**src/rtl/ram8_pkg.sv**
```systemverilog
// Shared constants and state encoding for the eight-word register bank.
package ram8_pkg;

    localparam int unsigned DEPTH  = 8;
    localparam int unsigned ADDR_W = 3;

    typedef enum logic {
        ST_IDLE = 1'b0,
        ST_RESP = 1'b1
    } state_e;

endpackage

```
**src/rtl/ram8_bank_reg_word.sv**
```systemverilog
// One data word: loadable register with an asynchronous active-low clear.
module reg_word #(
    parameter int unsigned WIDTH = 16
) (
    input  logic             clk,
    input  logic             clr_n_i,
    input  logic             load_i,
    input  logic [WIDTH-1:0] d_i,
    output logic [WIDTH-1:0] q_o
);

    logic [WIDTH-1:0] word_q;

    // Capture d_i on load; the clear returns the word to zero.
    always_ff @(posedge clk or negedge clr_n_i) begin
        if (!clr_n_i) begin
            word_q <= '0;
        end else if (load_i) begin
            word_q <= d_i;
        end
    end

    assign q_o = word_q;

endmodule

```
**src/rtl/ram8_bank.sv**
```systemverilog
// Eight-word register bank with written flags, valid/ready request channel
// and a registered response channel.
module ram8_bank
    import ram8_pkg::*;
#(
    parameter int unsigned WIDTH = 16
) (
    input  logic              clk,
    input  logic              rst_n,
    input  logic              req_valid,
    output logic              req_ready,
    input  logic              req_we,
    input  logic [ADDR_W-1:0] req_addr,
    input  logic [WIDTH-1:0]  req_wdata,
    input  logic              clr,
    output logic              rsp_valid,
    input  logic              rsp_ready,
    output logic [WIDTH-1:0]  rsp_rdata,
    output logic              rsp_hit,
    output logic [DEPTH-1:0]  wr_onehot
);

    state_e             state_q, state_d;
    logic [WIDTH-1:0]   rdata_q, rdata_d;
    logic               hit_q,   hit_d;
    logic [DEPTH-1:0]   flag_q,  flag_d;
    logic [WIDTH-1:0]   mem [DEPTH];
    logic               accept;

    // Request side: free when empty, or when the held response leaves this cycle.
    assign req_ready = (state_q == ST_IDLE) || ((state_q == ST_RESP) && rsp_ready);
    assign accept    = req_valid && req_ready;

    // Decoded word-load strobes for an accepted write.
    assign wr_onehot = (accept && req_we) ? (DEPTH'(1) << req_addr) : '0;

    // Word storage, one register per address, loaded by its strobe.
    for (genvar k = 0; k < DEPTH; k++) begin : g_word
        reg_word #(.WIDTH(WIDTH)) u_word (
            .clk     (clk),
            .clr_n_i (rst_n),
            .load_i  (wr_onehot[k]),
            .d_i     (req_wdata),
            .q_o     (mem[k])
        );
    end

    // Next state, response payload and written flags; reads see pre-edge contents.
    always_comb begin
        state_d = state_q;
        rdata_d = rdata_q;
        hit_d   = hit_q;
        flag_d  = flag_q;

        if (clr) begin
            flag_d = '0;
        end

        if (accept) begin
            state_d = ST_RESP;
            if (req_we) begin
                flag_d[req_addr] = 1'b1;
                rdata_d          = req_wdata;
                hit_d            = 1'b1;
            end else begin
                rdata_d = mem[req_addr];
                hit_d   = flag_q[req_addr];
            end
        end else if ((state_q == ST_RESP) && rsp_ready) begin
            state_d = ST_IDLE;
        end
    end

    // State, response and flag registers.
    always_ff @(posedge clk or negedge rst_n) begin
        if (!rst_n) begin
            state_q <= ST_IDLE;
            rdata_q <= '0;
            hit_q   <= 1'b0;
            flag_q  <= '0;
        end else begin
            state_q <= state_d;
            rdata_q <= rdata_d;
            hit_q   <= hit_d;
            flag_q  <= flag_d;
        end
    end

    assign rsp_valid = (state_q == ST_RESP);
    assign rsp_rdata = rdata_q;
    assign rsp_hit   = hit_q;

endmodule

```
**config.mk**
```make
export PLATFORM = sky130hd
export DESIGN_NAME = ram8_bank
export DESIGN_NICKNAME = d
export VERILOG_FILES = /design/src/rtl/ram8_pkg.sv /design/src/rtl/ram8_bank_reg_word.sv /design/src/rtl/ram8_bank.sv
export SDC_FILE = /design/constraint.sdc
export NUM_CORES = 1
export LEC_CHECK = 0
export BUFFER_PORTS_ARGS = -buffer_cell sky130_fd_sc_hd__clkbuf_2
export CAP_MARGIN = 20
export CORE_MARGIN = 1
export CORE_UTILIZATION = 35
export DETAILED_ROUTE_END_ITERATION = 6
export PLACE_DENSITY = 0.52
export SYNTH_ARGS = -nofsm -noshare
export SYNTH_HDL_FRONTEND = slang
export SYNTH_HIERARCHICAL = 1
export SYNTH_SLANG_ARGS = --single-unit
```
**constraint.sdc**
```tcl
create_clock -name clk -period 4.4 [get_ports clk]
set_clock_uncertainty 0.05 [all_clocks]
set_input_delay 0.88 -clock clk [delete_from_list [all_inputs] [get_ports clk]]
set_output_delay 0.88 -clock clk [all_outputs]
set_load 0.02 [all_outputs]
```
==> results list, run 1 <==
* Outcome: complete, no violations
- The cell area that synthesis handed to floorplanning was 0.007498 mm^2.
- For this block, the initial DRC count from the detailed router was 255.
* Type of the most critical hold path: reg2reg
* Cell taking the most area after synthesis: sky130_fd_sc_hd__dfrtp_1
- Highest cell delay on the worst timing path: 350 ps
- Setup violations remaining at the end of the flow were counted as 0.
* Worst-case register-to-register setup slack: 1940 ps
- Die outline area: 0.02201 mm^2
- Clock tree sinks: 154
* Share of the synthesized area in the top cell type: 51.39%
* Syn. warnings: 6
- Compared with the post-synthesis result, the final layout area differs by 12.58%.
- Timing would allow up to 312.4 MHz.
- The routed layout has 4,317 vias.
* Horiz. Die Dim: 148.4 um
* Post-detailed-route wirelength per cell: 20.67 um
- After the last flow step, the layout net total stands at 594.
- Final Hold Violating Endpoints: 0
- Startpoint of the most critical setup path: rsp_ready
- Pin count of the biggest net entering global routing: 106
* Transition time at the pin with the least slew margin: 997.0 ps
* Share of layout cells above drive strength 1: 40.34%
* Number of enable flip-flop cells after synthesis: 0
- Proportion of synthesized flip-flops having asynchronous set or reset: 100.0%
* Pins over their slew limit: 0
- After clock tree synthesis, the clock-pin slew on the worst setup and hold paths is 60 ps.
- Type of element launching the critical path: input pin
- Cell count along the critical path: 7
- The startpoint identified for the worst register-to-register timing path is rsp_valid$_DFFE_PN0P_.
- HPWL after DPL: 10.30 mm
- The total overflow left after global routing is 0.
- Once detail routing completed, the nets flagged for antenna violations numbered 0.
* Quantity of I/O buffers inserted on ports: 51
- Number of antenna violations at the first check in global routing: 0
* Most common cell after layout, fill and taps aside: sky130_fd_sc_hd__dfrtp_1
* Boundary Pins: 52
* Required @ worst endpoint: 3470 ps
- After synthesis, the mean cell area works out to 14.34 um^2.
- In this run, CTS created clock tree buffers numbering 17.
* Most frequent cell on the critical path: sky130_fd_sc_hd__clkbuf_2
- For this run, the detailed router's first-pass iteration total came to 4.
- Routed Wire Length: 17.67 mm
* Top cells by area, synth: sky130_fd_sc_hd__dfrtp_1 51%, sky130_fd_sc_hd__mux2_4 16%, sky130_fd_sc_hd__mux2i_1 9.1%, sky130_fd_sc_hd__mux2_2 7.2%, sky130_fd_sc_hd__o22ai_1 3.5%
- No sink is reached through more buffers than the 2 on the longest clock path.
* Post-synthesis cell count: 523
* Total negative slack for setup checks: 0 ps
- The via count of the first global-routing pass came to 4,777.
- CP arrival: 2270 ps
* Sequential-to-total area share from yosys stat: 51.39%
- The tree is rooted in a sky130_fd_sc_hd__clkbuf_16.
- For this run, the total global-route usage over all layers was measured as 17.30%.
- Measured against its own limit, the worst slew margin works out to 33.53%.
* Clock tree from TritonCTS: built
- CP bufs+invs: 3
* Critical path endpoint category: primary output
* Average via count per standard cell: 5.049
* Maximum vdd drop: 0.0002380 V
- The initial utilization of the core area, before any placement, comes to 35.67%.
- Final weighted congestion in routability-driven placement: 0.7005
- Power spread over the standard cell area amounts to 504.8 mW/mm^2.
- In the routed design, unresolved DRC markers number 0.
* Biggest fanout along the worst timing path: 18
- Critical path cell sequence: clkbuf_2 > nand2b_4 > and2_1 > buf_4 > nand3_1 > nor2_2 > clkbuf_2
- By startpoint and endpoint, the worst setup path is classified as in2out.
* Post-CTS Setup Bufs: 0
* R2R Path End: g_word[1].u_word/q_o[15]$_DFFE_PN0P_
- In this run the static leakage power is 3.911 nW.
- The first global-routing pass estimated 28.10 mm of wire.
- Distinct cell type count after synthesis: 26
* Worst-Skew Late Latency: 420 ps
- The repair_antennas step left the layout with diodes totalling 0.
* Syn Nets: 548
- The H-tree was split into 4 levels.
- Dividing the final minimum period by the clock period gives 72.76%.
- Counting flops and latches in the post-synthesis netlist gives 154.
- The cell family contributing the most delay on the critical path is simple AND/OR/NAND/NOR gates.
- Power consumption: 4.261 mW
- Across the run, the number of max-cap violations was 0.
* Height of the chip: 148.4 um
- Post-CTS repair changed the size of 0 cells.
- Hold_buf cts: 0
- The floorplan has 53 rows.
- In the synthesized netlist the dominant register cell turns out to be sky130_fd_sc_hd__dfrtp_1.
* Core box area: 0.02102 mm^2
* Cell count of the worst reg-to-reg path: 7
- Library cell contributing the largest single delay on the critical path: sky130_fd_sc_hd__nand3_1
- Highest-count cells in the layout ignoring fill and taps: 154 x sky130_fd_sc_hd__dfrtp_1, 80 x sky130_fd_sc_hd__mux2_4, 68 x sky130_fd_sc_hd__mux2i_1
* Destination of the critical timing path: wr_onehot[1]
- Setup repair after global routing left no endpoint under its margin.
- Minimum period implied by the final worst setup slack: 3202 ps
worst min path at each step:
stage / start / to / cells after the start
after global placement: g_word[4].u_word/q_o[1]$_DFFE_PN0P_ / g_word[4].u_word/q_o[1]$_DFFE_PN0P_ / 1
after CTS: g_word[0].u_word/q_o[2]$_DFFE_PN0P_ / g_word[0].u_word/q_o[2]$_DFFE_PN0P_ / 1
final: g_word[0].u_word/q_o[0]$_DFFE_PN0P_ / g_word[0].u_word/q_o[0]$_DFFE_PN0P_ / 1
after detailed placement: g_word[6].u_word/q_o[5]$_DFFE_PN0P_ / g_word[6].u_word/q_o[5]$_DFFE_PN0P_ / 1
after global routing: g_word[0].u_word/q_o[13]$_DFFE_PN0P_ / g_word[0].u_word/q_o[13]$_DFFE_PN0P_ / 1
after floorplan: g_word[0].u_word/q_o[0]$_DFFE_PN0P_ / g_word[0].u_word/q_o[0]$_DFFE_PN0P_ / 1
Yosys cell counts, types with 2 or more instances:
library cell and n:
sky130_fd_sc_hd__a311oi_1 16, sky130_fd_sc_hd__buf_12 12, sky130_fd_sc_hd__buf_2 8, sky130_fd_sc_hd__buf_4 2
sky130_fd_sc_hd__buf_6 9, sky130_fd_sc_hd__buf_8 3, sky130_fd_sc_hd__clkbuf_1 4, sky130_fd_sc_hd__dfrtp_1 154
sky130_fd_sc_hd__inv_1 24, sky130_fd_sc_hd__mux2_2 48, sky130_fd_sc_hd__mux2_4 80, sky130_fd_sc_hd__mux2i_1 68
sky130_fd_sc_hd__nand2b_1 3, sky130_fd_sc_hd__nor2_1 24, sky130_fd_sc_hd__nor3_1 16, sky130_fd_sc_hd__o22ai_1 42
final cells by class:
cell class,instances,area (um^2)
Clock buffer,23,488.0
Clock inverter,7,162.7
Fill cell,1913,12580
Inverter,24,90.09
Multi-Input combinational cell,305,3107
Sequential cell,154,3854
Tap cell,275,344.1
Timing Repair Buffer,67,396.6
power breakdown:
part           switching [mW]  internal (mW)
Clock                   0.553           1.06
Combinational           0.309          0.445
Sequential              0.171           1.72
Total                    1.03           3.23
logic make-up (layout without fill, tap and decap cells):
group,after synthesis,count (layout),synth area share (%)
compound gates,59,59,5.506
buf+inv,64,121,7.442
flops,154,154,51.39
simple gates,50,50,3.354
mux,196,196,32.30
stage by stage:
stage | hold slack [ps] | util, % | setup WS, ps | cells | cell area [um^2]
2_1_floorplan | 429.9 | - | 1550 | 523 | 7498
3_3_place_gp | 437.9 | 37.06 | 1252 | 825 | 7791
3_5_place_dp | 442.0 | 37.06 | 1206 | 825 | 7791
4_1_cts | 458.3 | 40.16 | 1203 | 855 | 8442
5_1_grt | 465.1 | 40.16 | 1062 | 855 | 8442
6_report | 454.1 | 40.16 | 1198 | 855 | 8442
flip-flops by register name, summed over array words and instances (netlist names):
| signal | flops |
|---|---|
| flag_q | 8 |
| rsp_valid | 1 |
| rsp_hit | 1 |
| rsp_rdata | 16 |
| g_word.u_word/q_o | 128 |
layer usage:
metal	part of all wire, %	wire, um	vias to the layer above	GRT usage (%)
met5	0	0	-	0
met4	1.7	303	0	6.031
met3	2.3	415	24	3.466
met2	48	8436	60	28.05
met1	48	8517	2251	22.98
li1	-	-	1982	-
(Power assumes the default switching activity.)
==> run 2, diff against run 1 <==
--- a/config.mk
+++ b/config.mk
@@ -10,7 +10,7 @@
 export CORE_MARGIN = 1
 export CORE_UTILIZATION = 35
 export DETAILED_ROUTE_END_ITERATION = 6
-export PLACE_DENSITY = 0.52
+export PLACE_DENSITY = 0.54
 export SYNTH_ARGS = -nofsm -noshare
 export SYNTH_HDL_FRONTEND = slang
 export SYNTH_HIERARCHICAL = 1
==> constraint.sdc (replaced) <==
create_clock -name clk -period 2.9 [get_ports clk]
set_clock_uncertainty 0.05 [all_clocks]
set_input_delay 0.58 -clock clk [delete_from_list [all_inputs] [get_ports clk]]
set_output_delay 0.58 -clock clk [all_outputs]
set_load 0.02 [all_outputs]
==> run 2 against run 1 <==
Hold slack worse by 360 ps. Design area is 0.21% lower. Via count is 1.6% higher. Non-clock buffer count is 8 higher. Total power is 44% higher. Largest cell class unchanged. Largest power group unchanged.
==> results list, run 2 (same netlist as run 1, synthesis figures left out) <==
- Counting along the longest clock path gives a buffer depth of 2.
* GRT met3 Usage: 3.374%
- CP bufs+invs: 1
- Of the total power, the clock network draws 34.6%.
* Pins over their slew limit: 0
* Clock buffer count from CTS: 17
- Transition time at the pin with the least slew margin: 645.9 ps
- Die outline area: 0.02201 mm^2
- Clock tree from TritonCTS: built
- The largest individual stage delay along the critical path comes from the cell sky130_fd_sc_hd__dfrtp_1.
- Total negative slack for setup checks: 0 ps
- The worst register-to-register path begins at rsp_valid$_DFFE_PN0P_.
- Cell count of the worst reg-to-reg path: 6
* GRT Resource Usage Total: 17.17%
- At the end of the flow the core is filled with cells to 40.08%.
* Lkg Pwr: 3.921 nW
- Unrepaired setup endpoints after global routing: no
* Power density over the cells: 730.5 mW/mm^2
* Number of vias after detailed routing: 4,388
* Critical path cell sequence: nand2b_4 > and2_1 > nand3b_1 > nor2_2 > clkbuf_2
- Summed over all layers, the global routing overflow is 0.
* FP Rows: 53
- The run finished with clean final reports.
* Cell count along the critical path: 5
* Boundary Pins: 52
- The register with the most flip-flops in the layout has 128 of them.
* Highest-count cells in the layout ignoring fill and taps: 154 x sky130_fd_sc_hd__dfrtp_1, 80 x sky130_fd_sc_hd__mux2_4, 68 x sky130_fd_sc_hd__mux2i_1
* Total number of nets in the final design: 602
- VDD sags by at most 0.0003379 V.
- Port buffering added 51 buffers.
- Worst rel slew slack: 56.94%
- After clock tree synthesis, the clock-pin slew on the worst setup and hold paths is 60 ps.
* Number of max-cap violations: 0
- The first TritonRoute pass finished after 4 iterations.
* Share of power burned in registers: 46.7%
- The endpoint identified for the worst register-to-register timing path is g_word[7].u_word/q_o[13]$_DFFE_PN0P_.
* Post-CTS Setup Bufs: 0
- Share of layout cells above drive strength 1: 41.03%
- Remaining number of nets flagged by the antenna check after routing: 0
* Vias in the first global route: 4,891
- Logic pwr share: 18.8%
- The H-tree was split into 4 levels.
- Global-route wire length before repair: 28.04 mm
- M2 GR Usage: 28.33%
* Setup ws final: 188.2 ps
* CP Class: reg2out
* Horiz. Die Dim: 148.4 um
* Initial cell density of the core: 35.67%
- In the routed layout, each cell is associated on average with a via count of 5.102.
* Cell area after placement: 0.007864 mm^2
- Number of antenna violations at the first check in global routing: 0
* Count of unresolved DRC violations after routing: 0
- Post-route cell area: 0.008424 mm^2
- Post_cts resized: 0
- Subtracting the final worst setup slack from the clock period gives 2712 ps.
* Biggest fanout along the worst timing path: 8
* Type of element launching the critical path: flop
* Final hold slack: 89.51 ps
* Power consumption: 6.154 mW
* Fillcell total: 1,962
* Critical path endpoint category: primary output
* Most common cell after layout, fill and taps aside: sky130_fd_sc_hd__dfrtp_1
- Final Hold Violating Endpoints: 0
- Clock tree root driver cell: sky130_fd_sc_hd__clkbuf_16
* Startpoint of the most critical setup path: rsp_valid$_DFFE_PN0P_
- Summed over all nets, the switching power comes to 1.544 mW.
- Worst-case register-to-register setup slack: 630 ps
* Layer carrying the most global-route usage: met2
- After detailed routing, the total wire length is 17.50 mm.
* Final critical-path share of the clock period: 93.51%
* Net switching share of the total power: 25.09%
* Clock tree sinks: 154
- Setup violations remaining at the end of the flow were counted as 0.
- 0 antenna diodes ended up in the layout.
- Required @ worst endpoint: 2270 ps
* Core box area: 0.02102 mm^2
- Post-detailed-route wirelength per cell: 20.35 um
* Hold_buf cts: 0
- The internal portion of the total power is 4.610 mW.
- Type of the most critical hold path: in2async
* CP arrival: 2080 ps
* Crit path max-delay family: simple AND/OR/NAND/NOR gates
* Height of the chip: 148.4 um
- After detailed placement, the design holds a cell count of 833.
* Final weighted congestion in routability-driven placement: 0.7723
- Before CTS, the worst setup slack after placement is 329.0 ps.
- Final cell count without fillers: 860
* Pin count of the biggest net entering global routing: 68
- Worst-Skew Late Latency: 420 ps
- After the first detailed-routing iteration, the DRC count stood at 205.
* Met1 layer usage reported by global route: 22.45%
- Derived from the worst setup path, the maximum achievable clock frequency is 368.8 MHz.
* Highest cell delay on the worst timing path: 410 ps
- Relative to the synthesized area, the layout overhead comes to 12.35%.
* HPWL after DPL: 11.13 mm
run 2: how the worst max path moves through the flow:
stage | endpoint | slack (ps)
after floorplan | g_word[1].u_word/q_o[10]$_DFFE_PN0P_ | 480
after global placement | g_word[1].u_word/q_o[2]$_DFFE_PN0P_ | 400
after detailed placement | wr_onehot[2] | 330
after CTS | wr_onehot[3] | 170
after global routing | wr_onehot[3] | 50
final | wr_onehot[2] | 190
run 2: layout make-up:
type                       instances  area [um^2]  area share (%)
timing repair buffer              75        469.2           5.570
tap                              275        344.1           4.084
inverter                          24        90.09           1.069
clock buffer                      25        525.5           6.238
sequential                       154         3854           45.74
clock inverter                     2        35.03          0.4159
multi-input combinational        305         3107           36.88
run 2: power by group through the flow:
stage	Clock (mW)	Sequential, mW	Combinational [mW]
4_1_cts	2.18	2.87	1.17
3_3_place_gp	0	2.88	1.14
5_1_grt	2.27	2.93	1.26
6_report	2.13	2.87	1.15
2_1_floorplan	0	2.87	0.865
3_5_place_dp	0	2.90	1.17
run 2: metal layers:
| metal | up-vias | wire (um) |
|---|---|---|
| li1 | 1987 | - |
| met1 | 2302 | 8231 |
| met2 | 82 | 8539 |
| met3 | 17 | 460 |
| met4 | 0 | 269 |
| met5 | - | 0 |
run 2: worst reg2reg max path: cells and delay by family, from the launching register on:
family        cells  cell delay (ps)
buf+inv           1              340
mux               1              380
flops             1              410
simple gates      4              980
==> run 3, diff against run 2 <==
--- a/config.mk
+++ b/config.mk
@@ -5,8 +5,9 @@
 export SDC_FILE = /design/constraint.sdc
 export NUM_CORES = 1
 export LEC_CHECK = 0
-export BUFFER_PORTS_ARGS = -buffer_cell sky130_fd_sc_hd__clkbuf_2
+export BUFFER_PORTS_ARGS = -buffer_cell sky130_fd_sc_hd__buf_4
 export CAP_MARGIN = 20
+export CORE_ASPECT_RATIO = 0.8
 export CORE_MARGIN = 1
 export CORE_UTILIZATION = 35
 export DETAILED_ROUTE_END_ITERATION = 6
==> run 3 against run 2 <==
The run now ends with design-rule violations left. Clock-buffer cell count down 6. Sequential share of layout area down 0.80 points. Final cell count down 0.12%. Flip-flop and latch count unchanged. Via count rose by 0.77%. Non-clock buffer count did not move. Setup slack better by 77 ps. Highest routed layer unchanged.
==> results list, run 3 (same netlist as run 1, synthesis figures left out) <==
- Outcome: finished, violations left
* Failing checks: design-rule violations
- Summed over all nets, the half-perimeter wirelength after detailed placement is 10.96 mm.
* M2 GR Usage: 25.05%
- Share of power burned in registers: 45.6%
* Library cell contributing the largest single delay on the critical path: sky130_fd_sc_hd__dfrtp_1
- Subtracting the final worst setup slack from the clock period gives 2635 ps.
- Of the available clock period, the critical path in the final layout requires 90.86%.
* Initial cell density of the core: 36.02%
* Maximum achievable frequency: 379.5 MHz
* CP bufs+invs: 1
- Clock tree root driver cell: sky130_fd_sc_hd__clkbuf_16
- The repair_antennas step left the layout with diodes totalling 0.
- In this run, placement finished with an instance count of 827.
- Worst-case register-to-register setup slack: 630 ps
- Setup violations remaining at the end of the flow were counted as 0.
- Unrepaired setup endpoints after global routing: no
* Vias in the first global route: 4,739
* Average via count per standard cell: 5.148
- In this run the most used layer during global routing was met2.
* Worst-Skew Late Latency: 430 ps
- Worst rel slew slack: 53.25%
- Post-detailed-route wirelength per cell: 20.43 um
- In the global route stage, met3 resource usage came out at 3.320%.
* Number of vias after detailed routing: 4,422
- Of the total power, the clock network draws 35.5%.
- After clock tree synthesis, the flow added hold-fix buffers numbering 0.
- Critical path endpoint category: primary output
* Pin count of the biggest net entering global routing: 74
- Max reg flops: 128
* FP Rows: 47
- Clock tree sinks: 154
- Met1 layer usage reported by global route: 24.22%
- The critical path is of the reg2out type.
* Type of the most critical hold path: in2async
- Remaining number of nets flagged by the antenna check after routing: 0
- Most common cell after layout, fill and taps aside: sky130_fd_sc_hd__dfrtp_1
- CTS H-Tree Depth: 4
* Final Hold Violating Endpoints: 0
* Critical path cell sequence: nand2b_4 > and2_1 > nand3b_1 > nor2_2 > buf_4
- Core box area: 0.02082 mm^2
* Boundary Pins: 52
* Fillcell total: 1,931
* Required @ worst endpoint: 2270 ps
- Multi-input gate area in the final layout: 0.003107 mm^2
- Registers take 0.003854 mm^2.
- Post-CTS Setup Bufs: 0
- Count of unresolved DRC violations after routing: 8
- The number of gates resized after CTS was 0.
- Share of layout cells above drive strength 1: 41.69%
- Power spread over the standard cell area amounts to 733.6 mW/mm^2.
- Die outline area: 0.02202 mm^2
* Post-route cell area: 0.008574 mm^2
- The number of antenna violations at the first check in global routing is 0.
* Power spent charging and discharging nets: 1.642 mW
* Highest-count cells in the layout ignoring fill and taps: 154 x sky130_fd_sc_hd__dfrtp_1, 80 x sky130_fd_sc_hd__mux2_4, 72 x sky130_fd_sc_hd__buf_4
* Clock buffer count from CTS: 17
- Clock-pin slew was measured on the worst setup and hold paths at 60 ps.
* Pins over their slew limit: 0
- Before CTS, the worst setup slack after placement is 369.0 ps.
- For this block, the initial DRC count from the detailed router was 324.
- Height of the chip: 132.9 um
- TritonCTS built the clock tree.
* Maximum vdd drop: 0.0004500 V
* Number of detailed-route iterations in the first pass: 6
- In this design, the largest share of critical-path delay is due to simple AND/OR/NAND/NOR gates.
- Internal power comes to 4.649 mW.
* Number of max-cap violations: 0
- Type of element launching the critical path: flop
- Lkg Pwr: 3.961 nW
* Highest cell delay on the worst timing path: 420 ps
* Net switching share of the total power: 26.10%
- The die is 165.6 um wide.
* Total number of nets in the final design: 602
* Logic pwr share: 19.0%
- Cell area after placement: 0.007979 mm^2
- In this run the worst path has a maximum fanout of 8.
* Overflow left after global routing: 0
- The first global-routing pass estimated 28.04 mm of wire.
* CP arrival: 2000 ps
- For the pin with the worst max-slew slack, the measured transition is 701.2 ps.
- Summed over all failing endpoints, the final setup total negative slack is 0 ps.
* GRT Resource Usage Total: 16.93%
- Setup ws final: 265.1 ps
- Final weighted congestion in routability-driven placement: 0.7326
- Clock Path Buffers: 2
- Layout area overhead: 14.35%
* Quantity of I/O buffers inserted on ports: 51
* Final cell count without fillers: 859
* Routed Wire Length: 17.55 mm
-- run 3: cell types whose count changed in the layout (fill, tap and decap cells not counted), sizes merged --
cell,delta
clkbuf,-55
clkinvlp,+2
bufinv,+1
buf,+49
inv,+3
clkinv,+5
-- run 3: layout make-up --
class / instances / share of cell area [%]
Clock buffer: 19 / 5.282
Clock inverter: 13 / 1.664
Inverter: 24 / 1.051
Multi-Input combinational cell: 305 / 36.23
Sequential cell: 154 / 44.94
Tap cell: 269 / 3.925
Timing Repair Buffer: 75 / 6.902
-- run 3: per-stage QoR --
step / power [mW] / hold WS [ps] / util [%]
after global routing: 6.592 / 160.2 / 41.19
after CTS: 6.352 / 147.1 / 41.19
after detailed placement: 4.099 / 443.1 / 38.33
after floorplan: 3.739 / 234.4 / -
after global placement: 4.049 / 438.7 / 38.33
final: 6.290 / 113.4 / 41.19
-- run 3: path summary, 6_finish.rpt --
path,end,from,cells past startpoint
setup reg to reg,g_word[2].u_word/q_o[2]$_DFFE_PN0P_,rsp_valid$_DFFE_PN0P_,6
setup / recovery,wr_onehot[6],rsp_valid$_DFFE_PN0P_,5
hold reg to reg,g_word[7].u_word/q_o[0]$_DFFE_PN0P_,g_word[7].u_word/q_o[0]$_DFFE_PN0P_,1
min in group clk,rsp_valid$_DFFE_PN0P_,req_valid,2
hold / removal,flag_q[3]$_DFF_PN0_,rst_n,1
max in group asynchronous,g_word[2].u_word/q_o[3]$_DFFE_PN0P_,rst_n,2
-- run 3: per-layer routing --
metal / part of all wire, % / routed length (um)
met1: 51 / 8918
met2: 44 / 7793
met3: 3.2 / 559
met4: 1.6 / 280
met5: 0 / 0
-- run 3: power groups by stage --
stage	clock network, mW	registers [mW]	logic (mW)
2_1_floorplan	0	2.87	0.865
3_3_place_gp	0	2.88	1.17
3_5_place_dp	0	2.90	1.20
4_1_cts	2.28	2.87	1.21
5_1_grt	2.38	2.92	1.29
6_report	2.23	2.87	1.19
